## config.mk

```make
export PLATFORM = sky130hd
export DESIGN_NAME = key_scan_ctrl
export DESIGN_NICKNAME = d
export VERILOG_FILES = /design/src/rtl/key_scan_ctrl.sv
export SDC_FILE = /design/constraint.sdc
export NUM_CORES = 1
export LEC_CHECK = 0
export CAP_MARGIN = 10
export CORE_AREA = 2 2 61 63
export CTS_BUF_LIST = sky130_fd_sc_hd__clkbuf_8 sky130_fd_sc_hd__clkbuf_16
export DETAILED_ROUTE_END_ITERATION = 16
export DIE_AREA = 0 0 63 65
export GPL_TIMING_DRIVEN = 0
export PLACE_DENSITY = 0.79
export SYNTH_ARGS = -nofsm -noshare
export SYNTH_HDL_FRONTEND = slang
export SYNTH_SLANG_ARGS = --single-unit
```

## constraint.sdc

```tcl
create_clock -name CLOCK -period 4 [get_ports CLOCK]
set_input_delay 0.6 -clock CLOCK [delete_from_list [all_inputs] [get_ports CLOCK]]
set_output_delay 0.6 -clock CLOCK [all_outputs]
set_load 0.05 [all_outputs]
```

## src/rtl/key_scan_ctrl.sv

```systemverilog
// ============================================================================
// Module   : key_scan_ctrl
// Brief    : 4-key debouncer with one shared debounce counter, round-robin
//            arbitration and an event queue.
//            Define KEY_EVTFIFO_EN for a 4-entry event FIFO; otherwise a
//            single holding register is used.
// Revision : 1.0 - initial release
// ============================================================================
`default_nettype none

module key_scan_ctrl #(
    parameter logic [18:0] T10MS = 19'd500_000
) (
    input  logic       CLOCK,
    input  logic       RESET,
    input  logic [3:0] KEY,
    output logic       EvtValid,
    input  logic       EvtReady,
    output logic [2:0] EvtCode,
    output logic [3:0] KeyState,
    output logic       Overflow
);

    localparam logic [1:0] S_IDLE     = 2'd0;
    localparam logic [1:0] S_DEBOUNCE = 2'd1;
    localparam logic [1:0] S_CONFIRM  = 2'd2;

    logic [3:0]  r_f1;
    logic [3:0]  r_f2;
    logic [3:0]  r_keystate;
    logic [1:0]  r_state;
    logic [18:0] r_c1;
    logic [1:0]  r_g;
    logic [1:0]  r_rr;
    logic        r_ovf;

    logic [3:0]  w_mismatch;
    logic        w_found;
    logic [1:0]  w_gidx;
    logic [1:0]  w_cand;
    logic [1:0]  w_state_nxt;
    logic [18:0] w_c1_nxt;
    logic [1:0]  w_g_nxt;
    logic [1:0]  w_rr_nxt;
    logic [3:0]  w_ks_nxt;
    logic        w_enq;
    logic [2:0]  w_enq_code;
    logic        w_deq;
    logic        w_full;
    logic        w_push;

    assign w_mismatch = r_f2 ^ r_keystate;

    // Round-robin search starting one past the last key that produced an event
    always_comb begin
        w_found = 1'b0;
        w_gidx  = r_rr;
        w_cand  = r_rr;
        for (int i = 1; i <= 4; i++) begin
            w_cand = r_rr + 2'(i);
            if (!w_found && w_mismatch[w_cand]) begin
                w_found = 1'b1;
                w_gidx  = w_cand;
            end
        end
    end

    always_comb begin
        w_state_nxt = r_state;
        w_c1_nxt    = r_c1;
        w_g_nxt     = r_g;
        w_rr_nxt    = r_rr;
        w_ks_nxt    = r_keystate;
        w_enq       = 1'b0;
        w_enq_code  = 3'b000;
        case (r_state)
            S_IDLE: begin
                if (w_found) begin
                    w_g_nxt     = w_gidx;
                    w_c1_nxt    = 19'd0;
                    w_state_nxt = S_DEBOUNCE;
                end
            end
            S_DEBOUNCE: begin
                if (r_c1 == T10MS - 19'd1) begin
                    w_c1_nxt    = 19'd0;
                    w_state_nxt = S_CONFIRM;
                end else begin
                    w_c1_nxt = r_c1 + 19'd1;
                end
            end
            S_CONFIRM: begin
                // Only this sample decides; a key that bounced back yields nothing
                if (r_f2[r_g] != r_keystate[r_g]) begin
                    w_ks_nxt[r_g] = r_f2[r_g];
                    w_enq         = 1'b1;
                    w_enq_code    = {~r_f2[r_g], r_g};
                    w_rr_nxt      = r_g;
                end
                w_state_nxt = S_IDLE;
            end
            default: w_state_nxt = S_IDLE;
        endcase
    end

    always_ff @(posedge CLOCK) begin
        if (!RESET) begin
            r_f1       <= 4'b1111;
            r_f2       <= 4'b1111;
            r_keystate <= 4'b1111;
            r_state    <= S_IDLE;
            r_c1       <= 19'd0;
            r_g        <= 2'd0;
            r_rr       <= 2'd3;
        end else begin
            r_f1       <= KEY;
            r_f2       <= r_f1;
            r_keystate <= w_ks_nxt;
            r_state    <= w_state_nxt;
            r_c1       <= w_c1_nxt;
            r_g        <= w_g_nxt;
            r_rr       <= w_rr_nxt;
        end
    end

    assign w_deq  = EvtValid && EvtReady;
    assign w_push = w_enq && (!w_full || w_deq);

`ifdef KEY_EVTFIFO_EN
    logic [2:0] r_mem [4];
    logic [1:0] r_wp;
    logic [1:0] r_rp;
    logic [2:0] r_cnt;

    assign w_full   = (r_cnt == 3'd4);
    assign EvtValid = (r_cnt != 3'd0);
    assign EvtCode  = r_mem[r_rp];

    // On full with a dequeue, the write lands in the slot being vacated
    always_ff @(posedge CLOCK) begin
        if (!RESET) begin
            for (int i = 0; i < 4; i++) begin
                r_mem[i] <= 3'b000;
            end
            r_wp  <= 2'd0;
            r_rp  <= 2'd0;
            r_cnt <= 3'd0;
        end else begin
            if (w_push) begin
                r_mem[r_wp] <= w_enq_code;
                r_wp        <= r_wp + 2'd1;
            end
            if (w_deq) begin
                r_rp <= r_rp + 2'd1;
            end
            r_cnt <= r_cnt + 3'(w_push) - 3'(w_deq);
        end
    end
`else
    logic       r_hold_v;
    logic [2:0] r_hold;

    assign w_full   = r_hold_v;
    assign EvtValid = r_hold_v;
    assign EvtCode  = r_hold;

    always_ff @(posedge CLOCK) begin
        if (!RESET) begin
            r_hold_v <= 1'b0;
            r_hold   <= 3'b000;
        end else if (w_push) begin
            r_hold_v <= 1'b1;
            r_hold   <= w_enq_code;
        end else if (w_deq) begin
            r_hold_v <= 1'b0;
        end
    end
`endif

    always_ff @(posedge CLOCK) begin
        if (!RESET) begin
            r_ovf <= 1'b0;
        end else if (w_enq && w_full && !w_deq) begin
            r_ovf <= 1'b1;
        end
    end

    assign KeyState = r_keystate;
    assign Overflow = r_ovf;

endmodule

`default_nettype wire

```

After elaboration in Yosys (flattened, before gate mapping)
Cells that the tools add are included.
- register bits: 42
- input bits: 7
- output and inout bits: 9
- add/sub/neg operators: 4
- order comparisons: 6
- eq/ne operators: 6
- mux-type cells: 35
- bitwise logic cells: 2
- reductions and logical operators: 21
- operators by type and width (operator ; number):
    19-bit two-way mux ; 2
    19-bit case mux with 2 select lines ; 1
    19-bit by 1-bit adder with 19-bit output, second input constant ; 1
    19-bit equality test, second input constant ; 1
    2-bit by 3-bit less-than comparator with 1-bit output, second input constant ; 5
    1-bit two-way mux ; 15
    1-bit binary-select mux with 2-bit select ; 6
    2-bit two-way mux ; 6
    1-bit logical AND ; 8
    2-bit AND reduction ; 4
    3-bit two-way mux ; 2
    1-bit zero test ; 5
    2-bit adder, second input constant ; 2
    4-bit bitwise mux ; 1
    2-bit != test, second input constant ; 2
    2-bit case mux with 2 select lines ; 1
    2-bit nonzero test ; 2
    4-bit bitwise XOR ; 1
    2-bit by 1-bit adder with 2-bit output, second input constant ; 1
    1-bit demux with 2-bit select ; 1
    2-bit by 1-bit equality test with 1-bit output, second input constant ; 1
    2-bit equality test, second input constant ; 1
    2-bit by 1-bit greater-or-equal comparator with 1-bit output, second input constant ; 1
    2-bit zero test ; 1
    3 further kinds ; 3

Longest topological paths before layout
- depth after elaboration: 15
- gate-level depth with buffers: 9

Worst setup path before layout
OpenSTA, ideal clock, no wires.
- path type: flip-flop to flip-flop
- from: register r_keystate[3], in the netlist KeyState[3]
- to: register r_keystate[0], in the netlist KeyState[0]
- setup time: 0.129 ns
- arrival: 2.159 ns
- data required time: 3.871 ns
- setup slack: 1.712 ns
- stages on the path, launching flop included: 7
- path buffers: 0
- clock period less this slack: 2.288 ns
- cell sequence: dfxtp_1 mux4_2 ha_1 nor3b_4 nor3b_1 mux2i_1 nand2_1
- cells in the longest elaborated chain, start to end: 4
- ends and longest elaborated chain (item ; RTL line ; text):
    from (decl) ; 30 ; logic [3:0] r_keystate;
    from (signal assigned) ; 118 ; r_keystate <= w_ks_nxt;
    1-bit binary-select mux with 2-bit select ; 94 ; if (r_f2[r_g] != r_keystate[r_g]) begin
    1-bit two-way mux (not written as such) ; 94 ;
    1-bit != test ; 94 ;
    2-bit AND reduction (no line) ; - ;
Every way passes these cells. The select of a mux whose other input is x is not followed.
A chain may end at the register's enable or synchronous reset.

Worst setup path after layout
- from: register r_g[1]
- to: register r_keystate[0], in the netlist KeyState[0]
- cells in the longest elaborated chain, start to end: 5
- elaborated cells between the ends (all ways): 12
- classes of those cells: order compare: 2; eq/ne: 1; mux: 7; reduce/logical: 2
- ends and longest elaborated chain (item ; RTL line ; text):
    from (decl) ; 33 ; logic [1:0] r_g;
    from (signal assigned) ; 121 ; r_g <= w_g_nxt;
    2-bit by 3-bit less-than comparator with 1-bit output (not written as such) / 2-bit by 1-bit greater-or-equal comparator with 1-bit output (equally long branches) ; 95 ; w_ks_nxt[r_g] = r_f2[r_g];
    1-bit logical AND (not written as such) ; 95 ;
    1-bit two-way mux (not written as such) ; 95 ;
    1-bit demux with 2-bit select ; 95 ;
    4-bit bitwise mux ; 95 ;
Several ways; a longest one is shown, not always the timed one. The select of a mux whose other input is x is not followed.

==> flow_summary_export.csv <==
group,metric,value,unit
synth,ys_types,47,
cts,clock_path_buffers,2,
setup_path,worst_setup_path_end_kind,"flop",
power_and_ir_drop,power_density,328,mW/mm²
timing,slew_violations,0,
global_routing,grt_pass1_vias,1462,
floorplan,die_w,63,µm
place,place_ws,1.51,ns
min_path,hold_path_end,"r_f2[0]",
routing,post_drt_wl_per_cell,13.8,µm
routing,ant_nets,0,
global_routing,track_usage,0.207,
floorplan,rows,22,
timing,finalSetupViolCount,0,
power_and_ir_drop,pwr-share-clk,0.345,
timing,max_slew.worst_pin.slew,0.520,ns
power_and_ir_drop,p_sw_frac,0.237,
power_and_ir_drop,internal_power,594,µW
routing,route.detailed.drc,0,
cts,cts_max_level,2,
timing,fin_ws,1.50,ns
place,place_hpwl,2890,µm
synth,async_reset_ff_frac,0,
layout,antenna_cells,0,
power_and_ir_drop,switchingPower,184,µW
floorplan,ioPinCount,16,
cts,clkTransAtPathRegs,0.07,ns
synth,ys_seq_area_frac,0.406,
cts,cts-buffers-inserted,5,
cts,hold_buffers,0,
layout,final_nets,246,
power_and_ir_drop,p_leak,0.000859,µW
floorplan,die_y,65,µm
cts,root_buffer,"clkbuf_8",
setup_path,cp.arrival,2.66,ns
cts,cts_tree,"done",
synth,syn-num-nets,224,
setup_path,cp-start-kind,"flop",
layout,fillers,309,
power_and_ir_drop,p_seq_frac,0.560,
cts,post_cts_buffers,0,
synth,synth-seq-cells,42,
synth,synthCells,215,
setup_path,cp_num_buf_inv,2,
timing,tns,0,ns
setup_path,cp.required,4.15,ns
timing,min_period,2.50,ns
min_path,holdCritPathClass,"reg -> reg",
setup_path,reg2reg_slack,1.50,ns
setup_path,critPathTopFamily,"simple AND/OR/NAND/NOR gates",
layout,area_growth,14.6,%
timing,period_share,0.626,
min_path,min_from,"r_f1[0]",
timing,rsz0062_at_grt,"false",
setup_path,crit_fanout,10,
global_routing,grt_pass1_wl,6760,µm
run_status,status,"finished clean",
timing,fin_worst_skew,0.00870,ns
setup_path,slowest_delay,0.53,ns
setup_path,cp_slowest_cell,"mux4_2",
power_and_ir_drop,comb_power_share,0.095,
place,place_congestion,0.815,
cts,cts.sinks,42,
setup_path,reg2reg_depth,8,
floorplan,design.core.area,0.00350,mm²
run,cap_violations,0,
global_routing,grt_start_max_net_pins,13,
routing,drtIter0Drc,103,
floorplan,die-area,0.00410,mm²
timing,fmax,400,MHz
routing,routed_via_density,5.65,
power_and_ir_drop,peakVddDrop,264,µV
synth,syn_avg_cell_area,9.63,µm²
cts,cts_resized,0,
setup_path,r2r-end,"KeyState[0]",
setup_path,reg2reg_from,"r_g[1]",
synth,synth_ff_type,"dfxtp_1",
layout,drive_above_1_share,0.126,
synth,ys_warn_count,0,
cts,insertion_delay,0.28,ns
global_routing,antenna_found_initial,0,
routing,firstDrtPassIters,4,
setup_path,worstPathCellList,"buf_2 > mux4_2 > inv_1 > ha_1 > nor3b_4 > nor3b_1 > mux2i_1 > nand2_1",
floorplan,initial_core_util,0.592,
timing,finalHoldViolCount,0,
timing,max_slew_margin,0.652,
synth,syn_area,0.00207,mm²
routing,vias,1615,
place,portBuffers,15,
setup_path,worstSetupPathType,"reg -> reg",
routing,wirelength,3940,µm
synth,synth_edf_count,0,
min_path,hold_depth,1,
global_routing,grt.overflow.total,0,
-- metal layers --
layer	share of wire	up-vias	track usage
met5	0	-	0
met4	0.0063	0	0.0583
met3	0.027	4	0.0365
met2	0.49	23	0.342
met1	0.48	772	0.280
li1	-	816	-
-- power groups by stage --
stage / Clock [µW] / Combinational (µW) / Sequential [µW]
after global placement: 0 / 71.9 / 445
final: 268 / 73.9 / 436
after global routing: 296 / 81.9 / 437
after floorplan: 0 / 54.7 / 443
after detailed placement: 0 / 73.5 / 445
after CTS: 278 / 73.8 / 436
-- how the worst max path moves through the flow --
stage                startpoint     endpoint  cells after the start
finish                   r_g[1]  KeyState[0]                      8
global route             r_g[1]  KeyState[0]                      8
CTS                      r_g[1]  KeyState[0]                      8
detailed placement       r_g[1]  KeyState[0]                      8
global placement         r_g[1]  KeyState[0]                      8
floorplan           KeyState[3]  KeyState[0]                      6
-- state kept, by name (all words and copies together) (netlist names) --
signal and count:
KeyState 4, r_f2 4, EvtValid 1, r_g 2, r_rr 2, r_c1 19
r_state 2, Overflow 1, EvtCode 3, r_f1 4
-- layout make-up --
| cell class | count | area [µm²] | area share |
|---|---|---|---|
| well taps | 48 | 60.1 | 0.0253 |
| multi-input cells | 159 | 1160 | 0.490 |
| flip-flops and latches | 42 | 841 | 0.355 |
| clock inverters | 2 | 8.76 | 0.00369 |
| repair buffers | 15 | 150 | 0.0633 |
| inverters | 7 | 26.3 | 0.0111 |
| plain buffers | 7 | 40.0 | 0.0169 |
| clock buffers | 6 | 82.6 | 0.0348 |
-- placed cells by master, fill, tap and decap left out, drive strengths merged, types with 7 or more instances in the layout --
| cell type | n |
|---|---|
| clkdlybuf4s50 | 15 |
| nor2 | 18 |
| dfxtp | 42 |
| inv | 8 |
| clkbuf | 9 |
| o21ai | 12 |
| nand3 | 10 |
| nand2 | 21 |
| a21oi | 13 |
| nand4 | 7 |
| nand2b | 13 |
-- metrics by stage --
| stage | hold slack, ns | power [µW] | area, µm² | cells | util |
|---|---|---|---|---|---|
| finish | 0.407 | 778 | 2370 | 286 | 0.678 |
| global route | 0.448 | 815 | 2370 | 286 | 0.678 |
| CTS | 0.410 | 787 | 2370 | 286 | 0.678 |
| detailed placement | 0.392 | 519 | 2280 | 278 | 0.652 |
| global placement | 0.388 | 517 | 2280 | 278 | 0.652 |
| floorplan | 0.386 | 498 | 2070 | 215 | - |
-- cell usage after synthesis (2+ instances only) --
library cell / count / area [µm²]
o21ai_0: 6 / 30.0
o2111ai_1: 4 / 35.0
a21oi_1: 12 / 60.1
nor2_1: 18 / 67.6
xnor2_2: 4 / 65.1
buf_2: 2 / 10.0
and3_1: 3 / 18.8
xnor2_1: 2 / 17.5
nand3_1: 9 / 45.0
nor3_1: 2 / 10.0
mux4_2: 2 / 45.0
o21ai_1: 6 / 30.0
inv_1: 7 / 26.3
a31oi_1: 6 / 37.5
nand2b_1: 13 / 81.3
dfxtp_1: 42 / 841
nand3b_1: 3 / 22.5
nand4_1: 5 / 31.3
a211oi_1: 4 / 30.0
clkbuf_1: 3 / 11.3
nand2_1: 21 / 78.8
nand4_4: 2 / 42.5
xor2_1: 6 / 52.6
nor4_4: 3 / 63.8
nor3b_1: 2 / 15.0
mux2i_1: 6 / 60.1
ha_1: 2 / 25.0
-- cell families (layout without fill, tap and decap cells) --
group	after synthesis	count (layout)	synth area share
adders and majority gates	2	2	0.0121
xor gates and xnor gates	12	12	0.0653
AOI/OAI and AO/OA	46	46	0.145
muxes	9	9	0.0562
buffers and inverters	14	37	0.0320
DFF	42	42	0.406
and+or+nand+nor	90	90	0.283
Note: power is estimated with default switching activity, not from simulation.
